<file path="src/rtl/mvau_pkg.sv">
// Shared constants and helpers for the MVAU weight streamer.
package mvau_pkg;

    localparam int PASS_CNT_W = 16;
    localparam int FIFO_DEPTH = 2;

    // Next read address of a weight pass, wrapping to 0 after depth-1.
    function automatic logic [31:0] addr_wrap(
        input logic [31:0] addr,
        input logic [31:0] depth
    );
        if (addr >= depth - 32'd1) begin
            return 32'd0;
        end
        return addr + 32'd1;
    endfunction

endpackage

</file>
<file path="src/rtl/mvau_wstream_fifo.sv">
// Two-entry register FIFO carrying {last, data} words toward the compute stage.
module mvau_wstream_fifo #(
    parameter int W = 3
) (
    input  logic         clk,
    input  logic         rst,
    input  logic         push,
    input  logic         pop,
    input  logic [W-1:0] din,
    output logic [W-1:0] dout,
    output logic         full,
    output logic         empty,
    output logic [1:0]   count
);

    logic [W-1:0] r_mem [2];
    logic         r_wr_ptr;
    logic         r_rd_ptr;
    logic [1:0]   r_count;
    logic         w_push;
    logic         w_pop;

    assign full  = (r_count == 2'd2);
    assign empty = (r_count == 2'd0);
    assign count = r_count;
    assign dout  = r_mem[r_rd_ptr];

    // A push at full is accepted only together with a pop; the head slot
    // being vacated is exactly the one the write pointer addresses.
    assign w_push = push & (~full | pop);
    assign w_pop  = pop & ~empty;

    always_ff @(posedge clk or posedge rst) begin
        if (rst) begin
            r_mem[0] <= '0;
            r_mem[1] <= '0;
            r_wr_ptr <= 1'b0;
            r_rd_ptr <= 1'b0;
            r_count  <= 2'd0;
        end else begin
            if (w_push) begin
                r_mem[r_wr_ptr] <= din;
                r_wr_ptr        <= ~r_wr_ptr;
            end
            if (w_pop) begin
                r_rd_ptr <= ~r_rd_ptr;
            end
            case ({w_push, w_pop})
                2'b10:   r_count <= r_count + 2'd1;
                2'b01:   r_count <= r_count - 2'd1;
                default: r_count <= r_count;
            endcase
        end
    end

endmodule

</file>
<file path="src/rtl/mvau_weight_streamer.sv">
// Weight-memory read sequencer feeding the MVAU as a valid/ready stream.
// Define MVAU_WSTREAM_STALL_CNT_EN to add the stall_cnt output.
module mvau_weight_streamer
    import mvau_pkg::*;
#(
    parameter int SIMD         = 2,
    parameter int TW           = 1,
    parameter int WMEM_DEPTH   = 4,
    parameter int WMEM_ADDR_BW = 4
) (
    input  logic                    aclk,
    input  logic                    areset,
    input  logic                    en,
    output logic [WMEM_ADDR_BW-1:0] wmem_addr,
    input  logic [SIMD*TW-1:0]      wmem_data,
    output logic [SIMD*TW-1:0]      m_tdata,
    output logic                    m_tvalid,
    input  logic                    m_tready,
    output logic                    m_tlast,
`ifdef MVAU_WSTREAM_STALL_CNT_EN
    output logic [31:0]             stall_cnt,
`endif
    output logic [PASS_CNT_W-1:0]   pass_cnt
);

    typedef logic [SIMD*TW-1:0] wword_t;

    localparam logic [WMEM_ADDR_BW-1:0] LAST_ADDR =
        WMEM_ADDR_BW'(WMEM_DEPTH - 1);

    logic [WMEM_ADDR_BW-1:0] r_addr;
    logic                    r_rd_vld;
    logic                    r_last_tag;
    logic [PASS_CNT_W-1:0]   r_pass_cnt;

    logic                    w_pop;
    logic                    w_issue;
    logic                    w_full;
    logic                    w_empty;
    logic [1:0]              w_fifo_cnt;
    logic [1:0]              w_occ;
    logic [SIMD*TW:0]        w_fifo_din;
    logic [SIMD*TW:0]        w_fifo_dout;
    wword_t                  w_head;
    logic                    w_head_last;

    assign w_pop = ~w_empty & m_tready;

    // Occupancy counts buffered words plus the read in flight, so an issue
    // always has a FIFO slot waiting for it one cycle later.
    assign w_occ   = w_fifo_cnt + {1'b0, r_rd_vld};
    assign w_issue = en & ((w_occ < 2'd2) | ((w_occ == 2'd2) & w_pop));

    always_ff @(posedge aclk or posedge areset) begin
        if (areset) begin
            r_addr     <= '0;
            r_rd_vld   <= 1'b0;
            r_last_tag <= 1'b0;
        end else begin
            r_rd_vld <= w_issue;
            if (w_issue) begin
                r_last_tag <= (r_addr == LAST_ADDR);
                r_addr     <= WMEM_ADDR_BW'(
                    addr_wrap(32'(r_addr), 32'(WMEM_DEPTH)));
            end
        end
    end

    assign w_fifo_din = {r_last_tag, wmem_data};

    mvau_wstream_fifo #(
        .W (SIMD*TW + 1)
    ) u_fifo (
        .clk   (aclk),
        .rst   (areset),
        .push  (r_rd_vld),
        .pop   (w_pop),
        .din   (w_fifo_din),
        .dout  (w_fifo_dout),
        .full  (w_full),
        .empty (w_empty),
        .count (w_fifo_cnt)
    );

    assign w_head      = w_fifo_dout[SIMD*TW-1:0];
    assign w_head_last = w_fifo_dout[SIMD*TW];

    assign wmem_addr = r_addr;
    assign m_tdata   = w_head;
    assign m_tlast   = w_head_last;
    assign m_tvalid  = ~w_empty;

    always_ff @(posedge aclk or posedge areset) begin
        if (areset) begin
            r_pass_cnt <= '0;
        end else if (w_pop & w_head_last) begin
            r_pass_cnt <= r_pass_cnt + 1'b1;
        end
    end

    assign pass_cnt = r_pass_cnt;

`ifdef MVAU_WSTREAM_STALL_CNT_EN
    logic [31:0] r_stall_cnt;

    always_ff @(posedge aclk or posedge areset) begin
        if (areset) begin
            r_stall_cnt <= '0;
        end else if (~w_empty & ~m_tready & ~(&r_stall_cnt)) begin
            r_stall_cnt <= r_stall_cnt + 32'd1;
        end
    end

    assign stall_cnt = r_stall_cnt;
`endif

    // A read landing in a full FIFO without a pop would drop a word.
    a_no_overflow: assert property (
        @(posedge aclk) disable iff (areset)
        !(w_full & r_rd_vld & ~w_pop)
    );

endmodule

</file>
<file path="config.mk">
export PLATFORM = sky130hd
export DESIGN_NAME = mvau_weight_streamer
export DESIGN_NICKNAME = d
export VERILOG_FILES = /design/src/rtl/mvau_pkg.sv /design/src/rtl/mvau_wstream_fifo.sv /design/src/rtl/mvau_weight_streamer.sv
export SDC_FILE = /design/constraint.sdc
export NUM_CORES = 1
export LEC_CHECK = 0
export BUFFER_PORTS_ARGS = -buffer_cell sky130_fd_sc_hd__clkbuf_2
export CELL_PAD_IN_SITES_DETAIL_PLACEMENT = 1
export CELL_PAD_IN_SITES_GLOBAL_PLACEMENT = 2
export CORE_MARGIN = 2
export CORE_UTILIZATION = 30
export DETAILED_ROUTE_END_ITERATION = 10
export PLACE_DENSITY = 0.64
export SETUP_SLACK_MARGIN = 0.4
export SYNTH_ARGS = -nofsm -noshare
export SYNTH_HDL_FRONTEND = slang
export SYNTH_SLANG_ARGS = --single-unit
</file>
<file path="constraint.sdc">
create_clock -name aclk -period 1.8 [get_ports aclk]
set_input_delay 0.36 -clock aclk [delete_from_list [all_inputs] [get_ports aclk]]
set_output_delay 0.36 -clock aclk [all_outputs]
set_load 0.01 [all_outputs]
</file>
==> results of run 1 <==
-- cells in the final DEF (no fill, tap or decap), drive strengths merged, types with 2 or more instances in the layout --
cell type and instances:
clkbuf 34, dfrtp 32, buf 28, xnor2 12
mux2 12, xor2 8, inv 7, nand3 7
nor2 6, ha 4, nand2 3, nor4 3
nor4b 3, o311ai 2, and2 2, nor3 2
-- state kept, by name, indices dropped and copies added (netlist names) --
name	count
pass_cnt	16
r_last_tag	1
r_rd_vld	1
u_fifo.count	2
u_fifo.r_mem	6
u_fifo.r_rd_ptr	1
u_fifo.r_wr_ptr	1
wmem_addr	4
-- metal layers --
| metal | GRT usage | up-vias |
|---|---|---|
| met4 | 0.0476 | 0 |
| met5 | 0 | - |
| met3 | 0.0407 | 6 |
| li1 | - | 534 |
| met2 | 0.261 | 23 |
| met1 | 0.169 | 567 |
-- where the power goes --
part           switching [mW]  internal [mW]  leakage [nW]  total, mW
Combinational           0.752           1.06         0.708       1.82
Sequential              0.249          0.929         0.400       1.18
Clock                   0.266          0.410        0.0552      0.676
-- cell type report --
cell class,count,share of cell area
Clock buffer,6,0.0304
Timing Repair Buffer,56,0.171
Multi-Input combinational cell,78,0.398
Tap cell,67,0.0351
Clock inverter,2,0.0147
Sequential cell,32,0.340
Inverter,7,0.0120
-- metrics by stage --
| step | cell area, sq um | utilization |
|---|---|---|
| after floorplan | 1520 | - |
| after global placement | 1770 | 0.373 |
| after detailed placement | 1770 | 0.373 |
| after CTS | 2160 | 0.454 |
| after global routing | 2390 | 0.503 |
| final | 2390 | 0.503 |
-- repair_timing --
action / CTS / global route
pin swaps: 19 / 17
resized for setup: 36 / 37
setup endpoints to repair: 30 / 35
setup buffers: 13 / 9
-- critical path: stages (launching register included) --
cell                      delay [ns]
sky130_fd_sc_hd__dfrtp_2        0.45
sky130_fd_sc_hd__mux2i_4        0.22
sky130_fd_sc_hd__buf_12         0.14
sky130_fd_sc_hd__or3_4          0.38
sky130_fd_sc_hd__nor3_2         0.19
sky130_fd_sc_hd__xor2_1         0.16
-- kinds of logic after synthesis --
group | after synthesis | share of synthesized area
buf+inv | 8 | 0.0210
simple gates | 36 | 0.159
mux | 13 | 0.100
compound gates | 5 | 0.0303
flops | 32 | 0.538
fa+ha+maj | 4 | 0.0336
xor+xnor | 20 | 0.118
-- path summary, 6_finish.rpt --
path	from	to	slack [ns]	cells past startpoint
worst max-delay path	u_fifo.r_rd_ptr$_DFFE_PP0P_	pass_cnt[9]$_DFFE_PP0P_	0.18	5
worst min-delay path	areset	pass_cnt[5]$_DFFE_PP0P_	0.14	3
worst max register to register	u_fifo.r_rd_ptr$_DFFE_PP0P_	pass_cnt[9]$_DFFE_PP0P_	0.18	5
worst min register to register	pass_cnt[15]$_DFFE_PP0P_	pass_cnt[15]$_DFFE_PP0P_	0.47	1
max in group asynchronous	areset	pass_cnt[4]$_DFFE_PP0P_	1.34	3
min in group aclk	wmem_data[1]	u_fifo.r_mem[4]$_DFFE_PP0P_	0.32	2
==> results by stage, run 1 <==
Run status:
- The run finished with clean final reports.

Synthesis:
- Of the post-synthesis cell area, the dominant cell type holds 0.538.
- Yosys attributes the largest share of cell area to sky130_fd_sc_hd__dfrtp_1 (54%), sky130_fd_sc_hd__mux2_2 (9.1%), sky130_fd_sc_hd__xnor2_1 (7.1%), sky130_fd_sc_hd__xor2_1 (4.7%), sky130_fd_sc_hd__ha_1 (3.4%).
- The biggest area contributor in the post-synthesis netlist is sky130_fd_sc_hd__dfrtp_1.
- In this run the mean area of a mapped cell was ~13 sq um.
- The gate count after technology mapping is about 120.
- The fraction of registers with async set/reset is 1.00.
- The commonest cells after synthesis are sky130_fd_sc_hd__dfrtp_1 (32), sky130_fd_sc_hd__mux2_2 (12), sky130_fd_sc_hd__xnor2_1 (12).
- Yosys instantiated no cell more often than sky130_fd_sc_hd__dfrtp_1.
- The post-synthesis sequential area ratio is 0.538.
- The net count after synthesis is between 100 and 150.
- The cell area that synthesis handed to floorplanning was roughly 1500 sq um.
- The number of enable flip-flop cells after synthesis is 0.
- Yosys printed 0 warnings.
- The synthesized netlist contains 33 unique library cells.
- The number of synthesized register bits is 32.
- Among all flip-flop cells after synthesis, the most frequent one is sky130_fd_sc_hd__dfrtp_1.

Clock tree:
- The clock tree root buffer cell is sky130_fd_sc_hd__clkbuf_8.
- The TritonCTS clock tree is built.
- Buffers inserted during clock tree synthesis total 5.
- The number of buffers on the longest clock path is 2.
- CTS saw 32 sinks.
- The hold buffer count at CTS is 0.
- Clock-pin slew was measured on the worst setup and hold paths at around 0.070 ns.
- The clock reaches the later pin of the worst-skew pair after about 0.29 ns.
- The H-tree was split into 2 levels.

STA:
- The slack of the critical path is 0.184 ns.
- For the pin with the worst max-slew slack, the measured transition is 0.422 ns.
- Adding up every negative setup slack in the final design gives 0 ns.
- The maximum clock skew at final layout is just over 0.006 ns.
- Setup repair after global routing could not meet its margin everywhere.
- The worst path needs between 1.5 and 2 ns of the cycle, external delays included.
- The total count of max-transition violations in the final report is 0.
- Setup violations remaining at the end of the flow were counted as 0.
- Of the available clock period, the critical path in the final layout requires 0.898.
- The final-report hold violation count is 0.
- Final hold analysis gives a worst-case slack of about 0.14 ns.
- Derived from the worst setup path, the maximum achievable clock frequency is about 620 MHz.
- Measured against its own limit, the worst slew margin works out to 0.719.

Final layout:
- The area occupied by multi-input gates is around 950 sq um.
- The register cell area after layout is 812 sq um.
- Fill cells in the final layout number about 500.
- The final-stage net count is between 150 and 200.
- Relative to the synthesized area, the layout overhead comes to 60.7%.
- In the final layout, the share of cells above drive strength 1 is 0.669.
- 0 antenna diodes ended up in the layout.
- For this run, the number of standard cells in the final layout without fillers is approximately 250.

Critical path:
- The element type at the critical path start is a flip-flop.
- The critical setup path kind is flip-flop to flip-flop.
- The data required time at the worst endpoint is 2.01 ns.
- The worst setup path is captured at a flip-flop.
- At the worst endpoint, the arrival time is approximately 1.8 ns.
- The maximum fanout encountered on the critical timing path is 5.

Global routing:
- The via count of the first global-routing pass is 1279.
- For this run, the total global-route usage over all layers was measured as 0.146.
- The first-pass GRT wire length is approximately 6 mm.
- The final global-route overflow total is 0.
- The number of antenna violations at the first check in global routing is 0.
- The maximum number of pins on one net before global-route repair is 33.

Detailed routing:
- The met3 wirelength from detailed routing is approximately 130 um.
- The violation count after the first detailed-route iteration is 32.
- In the final routing, the length of wire on met1 measures 1.53 mm.
- The total wirelength of the detailed-routed design is 3.86 mm.
- Dividing the detail-routed wire length by the instance count gives ~16 um.
- The sum of met2 wire segment lengths after detailed routing is between 2 and 2.5 mm.
- In the routed layout, each cell is associated on average with a via count of between 4 and 5.
- The number of remaining DRC errors is 0.
- The count of nets left with antenna violations once routing finished came out at 0.
- The total iterations of the first detailed-routing run is 2.
- The total number of vias is ~1100.
- In this run the top signal layer used is met4.

Floorplanning:
- The floorplan die height is around 74 um.
- The die footprint is 5540 sq um.
- The floorplan has 25 rows.
- The floorplan step defined a core boundary enclosing about 4800 sq um.
- In this run the count of I/O pins placed on the die edge is 30.
- The effective utilization at floorplan is 0.313.
- The die is about 74 um wide.

Place:
- Including well taps, the total number of placed cells is approximately 220.
- Before CTS, the worst setup slack after placement is 0.0840 ns.
- The number of I/O port buffers is 29.
- The half-perimeter wire length of the detailed placement result is 2.24 mm.
- At the end of routability-driven placement, the weighted congestion stood at slightly above 0.7.

Power:
- The post-layout total power is 3.67 mW.
- The total power per unit cell area is 1540 nW/um^2.
- Summed over all cells, the static leakage comes to 1.16 nW.
- The worst ir drop on vdd is about 0.63 mV.

Worst hold path:
- The worst hold path belongs to the class primary input to async pin.

Job:
- Across the run, the number of max-cap violations was 0.
Power figures use the tool's default switching activity.
==> inputs of run 2 (changes only) <==
ABC_CLOCK_PERIOD_IN_PS = 1800   (was not set)
SYNTH_HIERARCHICAL = 1   (was not set)
==> run 2 against run 1 <==
  * Maximum frequency down 1.2%
  * Synthesized area down 0.34%
  * Routed wire length down 16%
  * Sequential cell count unchanged
  * Utilization down 5.2 points
  * Sequential power down 6%
  * Cell count down 4.0%
  * First-iteration DRC count down 59%
  * Total power down 11%
==> results by stage, run 2 <==
Run status:
- The flow ran to the end, and the final reports show no timing, DRC or antenna violations.

Power:
- The total power per unit cell area is 1520 nW/um^2.
- The leakage power of the design is 1.05 nW.
- The worst ir drop on vdd is 0.630 mV.
- Power comes to between 3 and 4 mW.

Detailed routing:
- The ratio of routed vias to standard cells is about 4.4.
- The number of remaining DRC errors is 0.
- The detailed router placed 1043 vias in this run.
- The total wirelength of the detailed-routed design is around 3.2 mm.
- The remaining antenna violation count is 0.
- The total iterations of the first detailed-routing run is 3.
- In this run, the number of DRC markers left after iteration 0 of detailed routing was 13.
- The final routed wire length divided by cell count is between 10 and 15 um.

Critical path:
- The critical path arrival is about 1.8 ns.
- Measured in cells, the most critical reg-to-reg path has a length of 8.
- The critical setup path kind is flip-flop to flip-flop.
- The launch point of the worst reg-to-reg path is u_fifo/count[0]$_DFFE_PP0P_.
- The data required time at the worst endpoint is 2.00 ns.
- The maximum fanout encountered on the critical timing path is 3.
- The number of buffers and inverters on the critical path is 1.
- The endpoint identified for the worst register-to-register timing path is u_fifo/count[1]$_DFFE_PP0P_.
- The register-to-register path setup slack is roughly 0.16 ns.
- The most frequent cell on the critical path is sky130_fd_sc_hd__nand2b_4.
- The largest single stage delay on the critical path is 0.43 ns.
- The signal on the critical path passes through nor2_4, nand2b_4, inv_4, nor3b_4, nand2b_4, ha_4, nor2_2, xor2_1.
- STA classifies the critical path endpoint as a flip-flop.
- The largest individual stage delay along the critical path comes from the cell sky130_fd_sc_hd__dfrtp_2.
- Grouping stages by cell kind, the critical path spends the most delay in simple AND/OR/NAND/NOR gates.
- The start point of the critical path is u_fifo/count[0]$_DFFE_PP0P_.
- STA classifies the critical path startpoint as a flip-flop.

STA:
- Adding up every negative setup slack in the final design gives 0 ns.
- The slack of the critical path is 0.164 ns.
- The final-report hold violation count is 0.
- The maximum clock skew at final layout is 0.00645 ns.
- For the pin with the worst max-slew slack, the measured transition is about 0.40 ns.
- The total count of max-transition violations in the final report came to 0.
- The fmax is 611 MHz.
- The final critical delay including setup and external delays is ~1.6 ns.
- Setup repair after global routing could not meet its margin everywhere.
- The worst-case headroom to the max-slew limit is 0.736.
- Setup violations remaining at the end of the flow were counted as 0.
- The portion of the clock cycle consumed by the worst path in the final layout is 0.909.

Global routing:
- The first global-routing pass estimated around 5.3 mm of wire.
- The via count of the first global-routing pass is about 1100.
- The number of antenna violations at the first check in global routing is 0.
- The maximum number of pins on one net before global-route repair is 23.
- Summed over all layers, the global routing overflow is 0.
- The total routing resource utilization after global routing is 0.130.

Synthesis:
- The cell area after technology mapping is approximately 1500 sq um.
- The net count after synthesis is 126.
- The synthesized area per cell is approximately 13 sq um.
- For this run, the number of Yosys warnings is 6.
- The cell count after synthesis came out at about 120.

Floorplanning:
- The die outline width is ~74 um.
- The die footprint is approximately 5500 sq um.
- The floorplan die height is between 70 and 80 um.
- The area of the core is 4750 sq um.
- The count of pins on the block boundary is 30.
- The floorplan has 25 rows.
- For this configuration, the core starts out at a cell density of 0.312.

Final layout:
- The flip-flop count of the largest register after layout is 16.
- The net count of the finished layout is between 150 and 200.
- The area occupied by multi-input gates is 807 sq um.
- The share of cells above drive strength 1 is 0.556.
- The commonest non-fill, non-tap cell in the layout is sky130_fd_sc_hd__dfrtp_1.
- The layout has approximately 530 filler cells.
- Across the whole layout, storage elements account for between 800 and 900 sq um.
- The area growth from synthesis to layout is 44.7%.
- The antenna cell count is 0.
- The top cell types in the final layout, fill and taps aside, are sky130_fd_sc_hd__dfrtp_1 (30), sky130_fd_sc_hd__clkbuf_2 (27), sky130_fd_sc_hd__buf_4 (11), sky130_fd_sc_hd__buf_6 (10), sky130_fd_sc_hd__xnor2_1 (9).
- With fillers left out, the area of the finished cells amounts to roughly 2100 sq um.

Clock tree:
- For this design, the sink count on the clock tree is 32.
- The number of buffers on the longest clock path is 2.
- The clock latency reported for the late side of the worst-skew pair is between 0.2 and 0.3 ns.
- TritonCTS created 5 clock buffers.
- The deepest level of the CTS H-tree is 2.
- The clock tree root buffer cell is sky130_fd_sc_hd__clkbuf_8.
- After clock tree synthesis, the flow added hold-fix buffers numbering 0.
- The TritonCTS clock tree is built.
- The clock transition at the registers of the reported paths is roughly 0.060 ns.

Place:
- The worst slack at placement is 0.0423 ns.
- In this run the cell area measured after placement is 1790 sq um.
- The last weighted congestion value of the routability-driven placer is 0.711.
- Detailed placement ended at an HPWL of between 2 and 2.5 mm.
- The number of I/O port buffers is 29.

Job:
- The tool flagged a number of max-cap violations equal to 0.

Worst hold path:
- The tightest min-delay check is of the primary input to async pin type.
## run 2: report_power, final
part / switching (mW) / internal [mW] / total [mW]
clock: 0.240 / 0.340 / 0.580
sequential: 0.193 / 0.921 / 1.11
combinational: 0.625 / 0.953 / 1.58
total: 1.06 / 2.21 / 3.27
## run 2: area by class of cell
| class | instances | area share |
|---|---|---|
| multi-input combinational | 78 | 0.376 |
| sequential | 32 | 0.374 |
| timing repair buffer | 48 | 0.154 |
| clock buffer | 7 | 0.0449 |
| tap | 67 | 0.0391 |
| inverter | 6 | 0.0117 |
## run 2: how the worst max path moves through the flow
stage / endpoint / slack (ns) / cells past startpoint
floorplan: u_fifo/count[1]$_DFFE_PP0P_ / 0.09 / 9
finish: u_fifo/count[1]$_DFFE_PP0P_ / 0.16 / 8
global route: pass_cnt[15]$_DFFE_PP0P_ / 0.09 / 5
detailed placement: u_fifo/count[1]$_DFFE_PP0P_ / 0.04 / 9
CTS: pass_cnt[15]$_DFFE_PP0P_ / 0.17 / 5
global placement: u_fifo/count[1]$_DFFE_PP0P_ / 0.07 / 9
## run 2: timing repair
item / CTS / global route
setup endpoints to repair: 29 / 32
pin swaps: 9 / 9
resized for setup: 22 / 15
setup buffers: 10 / 5
## run 2: worst reg2reg max path, delay by kind of cell (launching register included)
kind | cells | cell delay, ns
DFF | 1 | 0.43
xor gates and xnor gates | 1 | 0.15
buffers and inverters | 1 | 0.04
and+or+nand+nor | 5 | 0.73
adders and majority gates | 1 | 0.21
## run 2: layer usage
metal	vias up	track usage	share of wire
met5	-	0	0
met4	0	0.0476	0.016
met3	6	0.0339	0.035
met2	22	0.224	0.53
met1	514	0.157	0.42
li1	501	-	-
## run 2: metrics by stage
| stage | utilization | cells | hold WS, ns |
|---|---|---|---|
| final | 0.451 | 238 | 0.0580 |
| after global routing | 0.451 | 238 | 0.0854 |
| after detailed placement | 0.377 | 216 | 0.365 |
| after CTS | 0.429 | 233 | 0.0655 |
| after floorplan | - | 116 | 0.200 |
| after global placement | 0.377 | 216 | 0.346 |
